[src/rtl/bus_data_arbiter.sv]
// Slot-bus data arbiter: synchronises bus-side inputs, drives read data from the
// lowest-index selected source after a settle window, and commits write cycles.
module bus_data_arbiter #(
    parameter int unsigned NSRC        = 2,
    parameter int unsigned DW          = 8,
    parameter int unsigned SYNC_STAGES = 2,
    parameter int unsigned SETTLE      = 2,
    parameter int unsigned TURN        = 3
) (
    input  logic               clk_100m,
    input  logic               reset,
    input  logic               rw,
    input  logic               q3,
    input  logic [NSRC-1:0]    sel_n,
    input  logic [NSRC-1:0]    src_rd_ok,
    input  logic [NSRC*DW-1:0] src_data,
    input  logic [DW-1:0]      data_in,
    output logic [DW-1:0]      data_out,
    output logic               data_oe,
    output logic               en245_n,
    output logic               wr_strobe,
    output logic [DW-1:0]      wr_data,
    output logic [NSRC-1:0]    wr_src,
    output logic               conflict,
    input  logic               conflict_clr
);

    localparam int unsigned IW = (NSRC > 1) ? $clog2(NSRC) : 1;

    typedef enum logic [1:0] {S_IDLE, S_SETTLE, S_DRIVE, S_TURN} state_t;

    logic [SYNC_STAGES-1:0] r_rw_sync;
    logic [SYNC_STAGES-1:0] r_q3_sync;
    logic [NSRC-1:0]        r_sel_sync [SYNC_STAGES];
    logic [NSRC-1:0]        r_ok_sync  [SYNC_STAGES];
    logic [DW-1:0]          r_din_sync [SYNC_STAGES];

    logic            w_rw;
    logic            w_q3;
    logic [NSRC-1:0] w_sel_n;
    logic [NSRC-1:0] w_rd_ok;
    logic [DW-1:0]   w_data_in;

    // Inactive levels on reset keep the bus quiet until real inputs propagate.
    always_ff @(posedge clk_100m or posedge reset) begin
        if (reset) begin
            r_rw_sync <= '1;
            r_q3_sync <= '1;
            for (int s = 0; s < SYNC_STAGES; s++) begin
                r_sel_sync[s] <= '1;
                r_ok_sync[s]  <= '0;
                r_din_sync[s] <= '0;
            end
        end else begin
            r_rw_sync     <= {r_rw_sync[SYNC_STAGES-2:0], rw};
            r_q3_sync     <= {r_q3_sync[SYNC_STAGES-2:0], q3};
            r_sel_sync[0] <= sel_n;
            r_ok_sync[0]  <= src_rd_ok;
            r_din_sync[0] <= data_in;
            for (int s = 1; s < SYNC_STAGES; s++) begin
                r_sel_sync[s] <= r_sel_sync[s-1];
                r_ok_sync[s]  <= r_ok_sync[s-1];
                r_din_sync[s] <= r_din_sync[s-1];
            end
        end
    end

    assign w_rw      = r_rw_sync[SYNC_STAGES-1];
    assign w_q3      = r_q3_sync[SYNC_STAGES-1];
    assign w_sel_n   = r_sel_sync[SYNC_STAGES-1];
    assign w_rd_ok   = r_ok_sync[SYNC_STAGES-1];
    assign w_data_in = r_din_sync[SYNC_STAGES-1];

    logic            w_any_sel;
    logic            w_multi_sel;
    logic [IW-1:0]   w_act_idx;
    logic [NSRC-1:0] w_act_onehot;

    always_comb begin
        w_any_sel    = 1'b0;
        w_multi_sel  = 1'b0;
        w_act_idx    = '0;
        w_act_onehot = '0;
        for (int i = 0; i < NSRC; i++) begin
            if (!w_sel_n[i]) begin
                if (w_any_sel) begin
                    w_multi_sel = 1'b1;
                end else begin
                    w_act_idx = IW'(i);
                end
                w_any_sel = 1'b1;
            end
        end
        if (w_any_sel) begin
            w_act_onehot[w_act_idx] = 1'b1;
        end
    end

    state_t        r_state, w_state_nxt;
    logic [IW-1:0] r_idx, w_idx_nxt;
    logic [3:0]    r_cnt, w_cnt_nxt;
    logic          r_data_oe, w_oe_nxt;
    logic [DW-1:0] r_data_out, w_dout_nxt;
    logic          r_en245_n, w_en245_nxt;
    logic          w_qual;
    logic          w_hold;

    assign w_qual = w_rw & w_any_sel & w_rd_ok[w_act_idx];
    assign w_hold = w_rw & ~w_sel_n[r_idx] & w_rd_ok[r_idx];

    always_comb begin
        w_state_nxt = r_state;
        w_idx_nxt   = r_idx;
        w_cnt_nxt   = r_cnt;
        unique case (r_state)
            S_IDLE: begin
                if (w_qual) begin
                    w_state_nxt = S_SETTLE;
                    w_idx_nxt   = w_act_idx;
                    w_cnt_nxt   = 4'(SETTLE - 1);
                end
            end
            S_SETTLE: begin
                if (!w_qual || (w_act_idx != r_idx)) begin
                    w_state_nxt = S_IDLE;
                end else if (r_cnt == 4'd0) begin
                    w_state_nxt = S_DRIVE;
                end else begin
                    w_cnt_nxt = r_cnt - 4'd1;
                end
            end
            S_DRIVE: begin
                if (!w_hold) begin
                    if (TURN == 0) begin
                        w_state_nxt = S_IDLE;
                    end else begin
                        w_state_nxt = S_TURN;
                        w_cnt_nxt   = 4'(TURN - 1);
                    end
                end
            end
            S_TURN: begin
                if (r_cnt == 4'd0) begin
                    w_state_nxt = S_IDLE;
                end else begin
                    w_cnt_nxt = r_cnt - 4'd1;
                end
            end
            default: w_state_nxt = S_IDLE;
        endcase

        w_oe_nxt    = (w_state_nxt == S_DRIVE) & w_rw;
        w_dout_nxt  = w_oe_nxt ? src_data[w_idx_nxt*DW +: DW] : '0;
        w_en245_nxt = ~(((r_state == S_DRIVE) & ~w_q3) | (~w_rw & w_any_sel & ~w_q3));
    end

    always_ff @(posedge clk_100m or posedge reset) begin
        if (reset) begin
            r_state    <= S_IDLE;
            r_idx      <= '0;
            r_cnt      <= '0;
            r_data_oe  <= 1'b0;
            r_data_out <= '0;
            r_en245_n  <= 1'b1;
        end else begin
            r_state    <= w_state_nxt;
            r_idx      <= w_idx_nxt;
            r_cnt      <= w_cnt_nxt;
            r_data_oe  <= w_oe_nxt;
            r_data_out <= w_dout_nxt;
            r_en245_n  <= w_en245_nxt;
        end
    end

    logic            r_wr_arm;
    logic [DW-1:0]   r_cap_data;
    logic [NSRC-1:0] r_cap_src;
    logic            r_wr_strobe;
    logic [DW-1:0]   r_wr_data;
    logic [NSRC-1:0] r_wr_src;
    logic            r_conflict;
    logic            w_wr_cond;
    logic            w_commit;

    // Arm on a low-q3 write cycle; commit on the first clock that ends it.
    assign w_wr_cond = ~w_q3 & ~w_rw & w_any_sel;
    assign w_commit  = r_wr_arm & (w_q3 | ~w_any_sel);

    always_ff @(posedge clk_100m or posedge reset) begin
        if (reset) begin
            r_wr_arm    <= 1'b0;
            r_cap_data  <= '0;
            r_cap_src   <= '0;
            r_wr_strobe <= 1'b0;
            r_wr_data   <= '0;
            r_wr_src    <= '0;
            r_conflict  <= 1'b0;
        end else begin
            r_wr_arm    <= w_wr_cond;
            r_wr_strobe <= w_commit;
            if (~w_rw & w_any_sel) begin
                r_cap_data <= w_data_in;
                r_cap_src  <= w_act_onehot;
            end
            if (w_commit) begin
                r_wr_data <= r_cap_data;
                r_wr_src  <= r_cap_src;
            end
            r_conflict <= w_multi_sel | (r_conflict & ~conflict_clr);
        end
    end

    assign data_out  = r_data_out;
    assign data_oe   = r_data_oe;
    assign en245_n   = r_en245_n;
    assign wr_strobe = r_wr_strobe;
    assign wr_data   = r_wr_data;
    assign wr_src    = r_wr_src;
    assign conflict  = r_conflict;

endmodule

[config.mk]
export PLATFORM = sky130hd
export DESIGN_NAME = bus_data_arbiter
export DESIGN_NICKNAME = d
export VERILOG_FILES = /design/src/rtl/bus_data_arbiter.sv
export SDC_FILE = /design/constraint.sdc
export NUM_CORES = 1
export LEC_CHECK = 0
export BUFFER_PORTS_ARGS = -buffer_cell sky130_fd_sc_hd__buf_2
export CELL_PAD_IN_SITES_DETAIL_PLACEMENT = 0
export CELL_PAD_IN_SITES_GLOBAL_PLACEMENT = 1
export CORE_UTILIZATION = 45
export CTS_BUF_LIST = sky130_fd_sc_hd__clkbuf_8
export CTS_CLUSTER_DIAMETER = 80
export DETAILED_ROUTE_END_ITERATION = 8
export HOLD_SLACK_MARGIN = 0.03
export PLACE_DENSITY_LB_ADDON = 0.08
export SYNTH_ARGS = -nofsm -noshare
export SYNTH_HDL_FRONTEND = slang
export SYNTH_SLANG_ARGS = --single-unit
[constraint.sdc]
create_clock -name clk_100m -period 6.2 [get_ports clk_100m]
set_input_delay 1.24 -clock clk_100m [delete_from_list [all_inputs] [get_ports clk_100m]]
set_output_delay 1.24 -clock clk_100m [all_outputs]
set_load 0.02 [all_outputs]
==> results of run 1 <==
where the power goes:
part	internal [W]	switching (W)
registers	0.000511	0.0000471
clock network	0.000205	0.000157
logic	0.000107	0.000159
total	0.000824	0.000363
metal layers:
layer / vias to the layer above / wire [um] / GRT usage [%] / share of wire (%)
met1: 809 / 2080 / 22.2 / 47
met3: 11 / 196 / 3.65 / 4.4
li1: 762 / - / - / -
met5: - / 0 / 0 / 0
met4: 0 / 117 / 10.8 / 2.6
met2: 51 / 2060 / 25.8 / 46
path summary, 6_finish.rpt:
kind | endpoint | start
worst max register to register | r_cnt[1] | r_cnt[0]
worst max-delay path | r_cnt[1] | r_cnt[0]
min in group asynchronous | r_state[1] | reset
worst min register to register | w_rd_ok[0] | r_ok_sync[2]
worst min-delay path | w_rd_ok[0] | r_ok_sync[2]
max in group asynchronous | r_state[0] | reset
stage by stage:
step           hold slack, ns  instances  worst slack [ns]  util, %
4_1_cts                 0.352        315              3.71     56.4
5_1_grt                 0.356        315              3.60     56.4
3_3_place_gp            0.333        299              3.83     52.7
3_5_place_dp            0.337        299              3.73     52.7
6_report                0.350        315              3.73     56.4
2_1_floorplan           0.331        176              3.26        -
layout make-up:
cell class              count  area [um^2]  area share (%)
well taps                  72         90.1            2.90
multi-input cells          98          798            25.7
clock inverters             5         52.6            1.69
flip-flops and latches     68         1710            55.2
inverters                   6         22.5           0.725
clock buffers              11          151            4.88
repair buffers             55          278            8.94
critical path: stages, from the launching register on:
cell and delay (ns):
dfrtp_1 0.39, inv_1 0.07, ha_1 0.20, or4bb_1 0.22
o311ai_4 0.12, a211oi_2 0.93, mux2_2 0.42
placed cells by master, fill, tap and decap left out, types with 2 or more instances in the layout:
cell type and instances:
inv_1 7, a31oi_1 2, buf_2 54, a31o_2 2
a21oi_1 2, o21ai_0 12, dfrtp_1 59, nand2b_1 2
nand3_1 12, nor2b_1 3, or4_1 2, clkinvlp_4 2
dfstp_2 9, mux2_2 20, nor3_1 3, o31ai_1 2
nor2_1 6, ha_1 2, o211a_1 2, and3b_1 2
a211oi_2 9, clkbuf_8 11
sequential cells by signal, indices dropped and copies added (netlist names), 4 cells and up:
register,cells
data_out,8
wr_data,8
r_cnt,4
w_data_in,8
r_cap_data,8
r_din_sync,8
logic make-up after synthesis:
family / count (synthesis) / synth area share, %
AND/OR/NAND/NOR: 38 / 9.00
adder cells (fa/ha/maj): 2 / 0.978
multiplexers: 20 / 8.80
buffers and inverters: 10 / 1.86
flip-flops: 68 / 66.9
AO/OA/AOI/OAI: 38 / 12.4
==> out/qor.txt, run 1 <==
Total GRT Usage: 17.0%
via-per-instance ratio: 5.18
placement-stage cell area: 0.00290 mm^2
crit path time final: 2.47 ns
via count: 1633
Mapped Avg Cell Area: 14.5 um^2
Die W: 77.4 um
DRT antenna net count: 0
core area: 0.00551 mm^2
Final Power: 0.00119 W
Leak Pwr: 1.47 nW
Synth area leaders: dfrtp_1 (58%), dfstp_2 (9.2%), mux2_2 (8.8%)
hold path depth: 0
largest net degree at the start of global routing: 69
Starting DRT DRC Count: 63
vias in the first global route: 1648
Area Overhead vs Synth: 21.4%
Fin. Hold Viols: 0
Fin Setup TNS: 0 ns
Seq/Total Area, Yosys: 66.9%
Post-CTS Setup Repair Bufs: 0
IO Count: 55
first-pass GRT wire length: 7710 um
Power Density: 382 mW/mm^2
area leader, netlist: dfrtp_1
outcome: complete, no violations
Sink Count: 68
critical path fanouts, max: 12
layout cells sized above 1: 47.3%
Final Cell Area: 0.00311 mm^2
Wirelength per Cell: 14.1 um
Max Clk Rate: 405 MHz
Syn Inst Count: 176
mapped cell area: 0.00256 mm^2
RePlAce Congestion: 0.722
critical path class: flip-flop to flip-flop
insertion delay to the later sink of the worst-skew pair: 0.33 ns
post-cts hold buffer count: 0
Reg2Reg Setup Slack: 3.73 ns
maximum root-to-sink buffer count: 2
antenna cells: 0
Final period util: 39.8%
DRC: 0
post-synth top area share: 57.7%
CTS tree: built
Layout fillers: 459
Setup-failing EPs final: 0
Main synth FF type: dfrtp_1
worst endpoint required time: 6.42 ns
Chip Height: 77.4 um
IO Port Bufs: 54
CP Data Arrival Time: 2.69 ns
number of enable flip-flop cells after synthesis: 0
CTS HTree Levels: 3
Slew Limit Fails: 0
Worst-path clk slew: 0.07 ns
initial antenna violation count: 0
# resized after CTS: 0
Slew headroom: 24.5%
cts bufs inserted: 9
Synth warnings: 0
Synth Register Bits: 68
Setup crit end kind: flip-flop
row cnt: 27
grt total ovfl: 0
clock root cell: clkbuf_8
hold crit path type: flip-flop to flip-flop
most frequent cell after synthesis: dfrtp_1
Starting Density: 46.5%
Synth top cells by count: dfrtp_1 (59), mux2_2 (20), o21ai_0 (13)
net count after synthesis: 211
Worst VDD drop: 0.000163 V
first drt pass iteration count: 4
DP HPWL: 3000 um
fraction of registers with async set/reset: 100%
startpoint types: flip-flop
# Max-Cap Violations: 0
worst reg2reg path depth: 6
clock skew: 0.00441 ns
unrepaired setup endpoints after global routing: no
count of different cell masters after synthesis: 36
die area: 0.00599 mm^2
Final #Nets: 273
final WL: 4450 um
Slew @ Worst Pin: 1.12 ns
(Power assumes the default switching activity.)
==> inputs of run 2 (changes only) <==
--- a/config.mk
+++ b/config.mk
@@ -8,7 +8,7 @@
 export BUFFER_PORTS_ARGS = -buffer_cell sky130_fd_sc_hd__buf_2
 export CELL_PAD_IN_SITES_DETAIL_PLACEMENT = 0
 export CELL_PAD_IN_SITES_GLOBAL_PLACEMENT = 1
-export CORE_UTILIZATION = 45
+export CORE_UTILIZATION = 41
 export CTS_BUF_LIST = sky130_fd_sc_hd__clkbuf_8
 export CTS_CLUSTER_DIAMETER = 80
 export DETAILED_ROUTE_END_ITERATION = 8
==> constraint.sdc (replaced) <==
create_clock -name clk_100m -period 2 [get_ports clk_100m]
set_input_delay 0.4 -clock clk_100m [delete_from_list [all_inputs] [get_ports clk_100m]]
set_output_delay 0.4 -clock clk_100m [all_outputs]
set_load 0.02 [all_outputs]
==> run 2 against run 1 <==
Global-route usage barely moved. Final area rose by 4.4%. Clock skew rose by 0.0018 ns. Non-clock buffer count rose by 5. Die area rose by 9.5%. Largest power group unchanged. Core utilization fell by 2.0 points.
==> out/qor.txt, run 2 (same netlist as run 1, synthesis figures left out) <==
outcome: complete, no violations
crit path time final: 1.90 ns
Chip Height: 81 um
initial antenna violation count: 0
critical path class: flip-flop to flip-flop
Worst VDD drop: 0.000619 V
layout cells sized above 1: 50.4%
Max Clk Rate: 527 MHz
Reg power frac: 42.8%
via-per-instance ratio: 5.02
Starting DRT DRC Count: 72
# Max-Cap Violations: 0
unrepaired setup endpoints after global routing: no
grt total ovfl: 0
vias in the first global route: 1739
cts bufs inserted: 9
worst endpoint required time: 2.24 ns
DRC: 0
DRT antenna net count: 0
critical path fanouts, max: 10
Slew @ Worst Pin: 0.555 ns
crit-path cells: inv_1 -> ha_1 -> or4bb_4 -> o311ai_4 -> a211oi_4 -> buf_6 -> a211oi_2
first-pass GRT wire length: 8080 um
Comb power frac: 22.2%
Final period util: 94.9%
commonest non-fill, non-tap cells in the layout: dfrtp_1 (59), buf_2 (54), mux2_2 (20), o21ai_0 (12), nand3_1 (12)
RePlAce Congestion: 0.748
first drt pass iteration count: 4
Net Sw Frac: 29.4%
Fin Setup TNS: 0 ns
Power Density: 1250 mW/mm^2
die area: 0.00656 mm^2
Die W: 81 um
Finished Layout Cells: 323
Final Cell Area: 0.00324 mm^2
dpl cells: 307
Slew Limit Fails: 0
Total GRT Usage: 17.0%
Critical Path Max Stage Delay: 0.54 ns
post-cts hold buffer count: 0
IO Port Bufs: 54
Clock Power Share: 34.9%
placement-stage cell area: 0.00296 mm^2
Slew headroom: 63.0%
maximum root-to-sink buffer count: 2
Setup crit end kind: flip-flop
Worst-path clk slew: 0.07 ns
startpoint types: flip-flop
Final #Nets: 278
CP max stage cell: or4bb_4
CTS HTree Levels: 3
clock skew: 0.00616 ns
DP HPWL: 3420 um
Sink Count: 68
CP Data Arrival Time: 2.14 ns
clock root cell: clkbuf_8
final WL: 4850 um
via count: 1621
Leak Pwr: 1.52 nW
most common cell after layout, fill and taps aside: dfrtp_1
Setup-failing EPs final: 0
Wirelength per Cell: 15.0 um
Starting Density: 43.0%
antenna cells: 0
insertion delay to the later sink of the worst-skew pair: 0.33 ns
core area: 0.00596 mm^2
IO Count: 55
largest net degree at the start of global routing: 52
row cnt: 28
Pint: 0.00287 W
Final Power: 0.00406 W
hold crit path type: input port to asynchronous set/reset pin
Fin. Hold Viols: 0
sw power: 0.00120 W
Area Overhead vs Synth: 26.7%
CTS tree: built
-- run 2: timing repair --
action,CTS,global route
buffers inserted,0,0
hold endpoints to repair,0,0
resized for setup,0,5
endpoints found under the setup margin,0,12
-- run 2: through the flow --
step	hold slack (ns)	setup WS, ns	utilization [%]
after floorplan	0.331	0.270	-
after global placement	0.332	0.117	49.7
after detailed placement	0.339	0.0667	49.7
after CTS	0.0720	0.0495	54.0
after global routing	0.0800	0.0126	54.4
final	0.0672	0.103	54.4
-- run 2: per-layer routing --
metal  track usage [%]  vias up  wire [um]
met4              9.82        0         48
met1              21.2      797       2210
met5                 0        -          0
met2              26.6       44       2370
li1                  -      776          -
met3              4.61        4        226
-- run 2: area by class of cell --
type                            count  area, um^2
Clock buffer                       11         151
Multi-Input combinational cell     98         820
Clock inverter                      5         106
Fill cell                         526        2710
Sequential cell                    68        1710
Inverter                            6        26.3
Tap cell                           75        93.8
Timing Repair Buffer               60         332
-- run 2: critical path, delay by kind of cell, from the launching register on --
family | cells | cell delay [ns]
and+or+nand+nor | 1 | 0.54
AOI/OAI and AO/OA | 3 | 0.43
DFF | 1 | 0.41
buffers and inverters | 2 | 0.27
adders and majority gates | 1 | 0.15
-- run 2: power groups by stage --
stage                     Sequential [W]  Combinational (W)  Clock [W]
after floorplan                  0.00182           0.000535          0
after global placement           0.00175           0.000849          0
after detailed placement         0.00176           0.000882          0
after CTS                        0.00174           0.000884    0.00145
after global routing             0.00177           0.000997    0.00151
final                            0.00174           0.000904    0.00142
-- run 2: final timing paths --
check                           slack, ns      startpoint             end  cells after the start
worst max-delay path                 0.10        r_cnt[0]     data_out[3]                      7
worst min-delay path                 0.07           reset  r_din_sync[14]                      2
worst max register to register       0.10        r_cnt[0]     data_out[3]                      7
worst min register to register       0.35  r_din_sync[15]    w_data_in[7]                      0
max in group asynchronous            1.30           reset   r_sel_sync[3]                      3
min in group clk_100m                0.16        sel_n[0]   r_sel_sync[2]                      1
==> inputs of run 3 (changes only) <==
--- a/config.mk
+++ b/config.mk
@@ -5,10 +5,11 @@
 export SDC_FILE = /design/constraint.sdc
 export NUM_CORES = 1
 export LEC_CHECK = 0
+export ABC_AREA = 1
 export BUFFER_PORTS_ARGS = -buffer_cell sky130_fd_sc_hd__buf_2
 export CELL_PAD_IN_SITES_DETAIL_PLACEMENT = 0
 export CELL_PAD_IN_SITES_GLOBAL_PLACEMENT = 1
-export CORE_UTILIZATION = 41
+export CORE_UTILIZATION = 39
 export CTS_BUF_LIST = sky130_fd_sc_hd__clkbuf_8
 export CTS_CLUSTER_DIAMETER = 80
 export DETAILED_ROUTE_END_ITERATION = 8
==> run 3 against run 2 <==
Power decreased by 5.0%. Worst hold slack better by 0.023 ns. Critical path depth fell by 1. Maximum frequency rose by 15%. Global-route usage is 1.7 points lower. Synthesized area decreased by 2.0%. Core utilization shrank 3.3 points. Die area is 3.0% higher. Sequential share of layout area up 2.4 points. Critical path type unchanged. Largest cell class unchanged.
==> out/qor.txt, run 3 <==
outcome: complete, no violations
net count after synthesis: 275
unrepaired setup endpoints after global routing: no
Final period util: 82.6%
count of different cell masters after synthesis: 25
area leader, netlist: dfrtp_1
worst endpoint required time: 2.24 ns
post-cts hold buffer count: 0
post-synth top area share: 58.9%
clock root cell: clkbuf_8
Seq/Total Area, Yosys: 68.3%
layout cells sized above 1: 31.9%
Final Cell Area: 0.00310 mm^2
Fin. Hold Viols: 0
Area Overhead vs Synth: 23.6%
Synth area leaders: dfrtp_1 (59%), nand2_1 (12%), dfstp_2 (9.4%)
Post-Place Setup Slack: 0.356 ns
Storage cell area: 0.00171 mm^2
most frequent cell after synthesis: nand2_1
Final #Nets: 340
CTS HTree Levels: 3
initial antenna violation count: 0
maximum root-to-sink buffer count: 2
# resized after CTS: 0
Die W: 82.2 um
crit path time final: 1.65 ns
hold crit path type: input port to asynchronous set/reset pin
Syn Inst Count: 240
most common cell after layout, fill and taps aside: nand2_1
Slew @ Worst Pin: 0.775 ns
Reg power frac: 44.2%
Comb power frac: 26.1%
mapped cell area: 0.00251 mm^2
Slew Limit Fails: 0
cts bufs inserted: 9
number of enable flip-flop cells after synthesis: 0
worst reg2reg path depth: 6
Mapped Avg Cell Area: 10.5 um^2
Clock Power Share: 29.6%
Critical R2R Launch: w_sel_n[0]
Wirelength per Cell: 11.2 um
DP HPWL: 3020 um
CP Data Arrival Time: 1.89 ns
via count: 1674
Starting DRT DRC Count: 85
Final Util: 51.2%
largest net degree at the start of global routing: 46
Worst-path clk slew: 0.08 ns
Pint: 0.00253 W
Final Power: 0.00386 W
Main synth FF type: dfrtp_1
vias in the first global route: 1654
Post-CTS Setup Repair Bufs: 0
Reg2Reg Setup Slack: 0.35 ns
RePlAce Congestion: 0.727
Fin Setup TNS: 0 ns
Net Sw Frac: 34.5%
Leak Pwr: 1.68 nW
startpoint types: flip-flop
via-per-instance ratio: 4.35
placement-stage cell area: 0.00290 mm^2
sw power: 0.00133 W
Worst VDD drop: 0.000654 V
Sink Count: 68
insertion delay to the later sink of the worst-skew pair: 0.34 ns
# Max-Cap Violations: 0
critical path class: flip-flop to flip-flop
CTS tree: built
IO Count: 55
area of the multi-input gates: 663 um^2
final WL: 4310 um
antenna cells: 0
critical path fanouts, max: 13
first drt pass iteration count: 4
Synth Register Bits: 68
Setup-failing EPs final: 0
core area: 0.00606 mm^2
die area: 0.00676 mm^2
Slew headroom: 48.1%
DRC: 0
fraction of registers with async set/reset: 100%
Chip Height: 82.2 um
Max Clk Rate: 605 MHz
worst r2r dst: r_cap_data[3]
Setup crit end kind: flip-flop
grt total ovfl: 0
row cnt: 28
Total GRT Usage: 15.4%
Power Density: 1250 mW/mm^2
Synth warnings: 0
clock skew: 0.0106 ns
commonest non-fill, non-tap cells in the layout: nand2_1 (78), dfrtp_1 (59), buf_2 (54), inv_1 (28), nand3_1 (13)
Synth top cells by count: nand2_1 (78), dfrtp_1 (59), inv_1 (29)
Starting Density: 41.4%
worst setup margin: 0.348 ns
IO Port Bufs: 54
DRT antenna net count: 0
first-pass GRT wire length: 7390 um
Layout fillers: 585
run 3: worst max-delay path: stages (launching register included):
cell and delay, ns:
dfstp_2 0.40, nand2_1 0.07, inv_1 0.05, nor2_1 0.59, inv_1 0.27, nand2_1 0.12
nand2_1 0.05
run 3: cells by family after synthesis:
logic type,after synthesis,share of synthesized area (%)
adders and majority gates,2,0.997
DFF,68,68.3
and+or+nand+nor,114,20.5
buffers and inverters,35,5.29
AOI/OAI and AO/OA,19,4.24
xor gates and xnor gates,2,0.698
run 3: final cells by class:
| type | instances | area share, % |
|---|---|---|
| Timing Repair Buffer | 56 | 9.60 |
| Clock inverter | 7 | 2.62 |
| Clock buffer | 9 | 4.00 |
| Multi-Input combinational cell | 137 | 21.4 |
| Sequential cell | 68 | 55.2 |
| Tap cell | 75 | 3.03 |
| Inverter | 33 | 4.12 |
run 3: worst max path at each step:
stage	startpoint	endpoint	slack, ns	depth (start not counted)
global placement	w_sel_n[0]	r_cap_data[2]	0.42	6
finish	w_sel_n[0]	r_cap_data[3]	0.35	6
detailed placement	w_sel_n[0]	r_cap_data[3]	0.36	6
floorplan	w_sel_n[1]	data_out[0]	0.63	8
global route	w_sel_n[0]	r_cap_data[3]	0.17	6
CTS	w_sel_n[0]	r_cap_data[3]	0.34	6
run 3: routing by layer:
metal / share of wire [%] / wire [um] / global-route usage (%) / up-vias
met1: 50 / 2140 / 19.3 / 753
met2: 43 / 1860 / 22.5 / 48
met3: 5.9 / 255 / 5.60 / 6
met5: 0 / 0 / 0 / -
met4: 1.4 / 60 / 9.47 / 0
li1: - / - / - / 867
run 3: stage by stage:
step / std cells / hold WS, ns
floorplan: 240 / 0.331
global placement: 369 / 0.335
detailed placement: 369 / 0.335
CTS: 385 / 0.0806
global route: 385 / 0.102
finish: 385 / 0.0904
run 3: power by group through the flow:
stage          Clock, W  Sequential [W]  Combinational, W
2_1_floorplan         0         0.00183          0.000650
3_3_place_gp          0         0.00174           0.00102
3_5_place_dp          0         0.00173           0.00103
4_1_cts         0.00119         0.00171           0.00103
5_1_grt         0.00125         0.00174           0.00116
6_report        0.00114         0.00171           0.00101
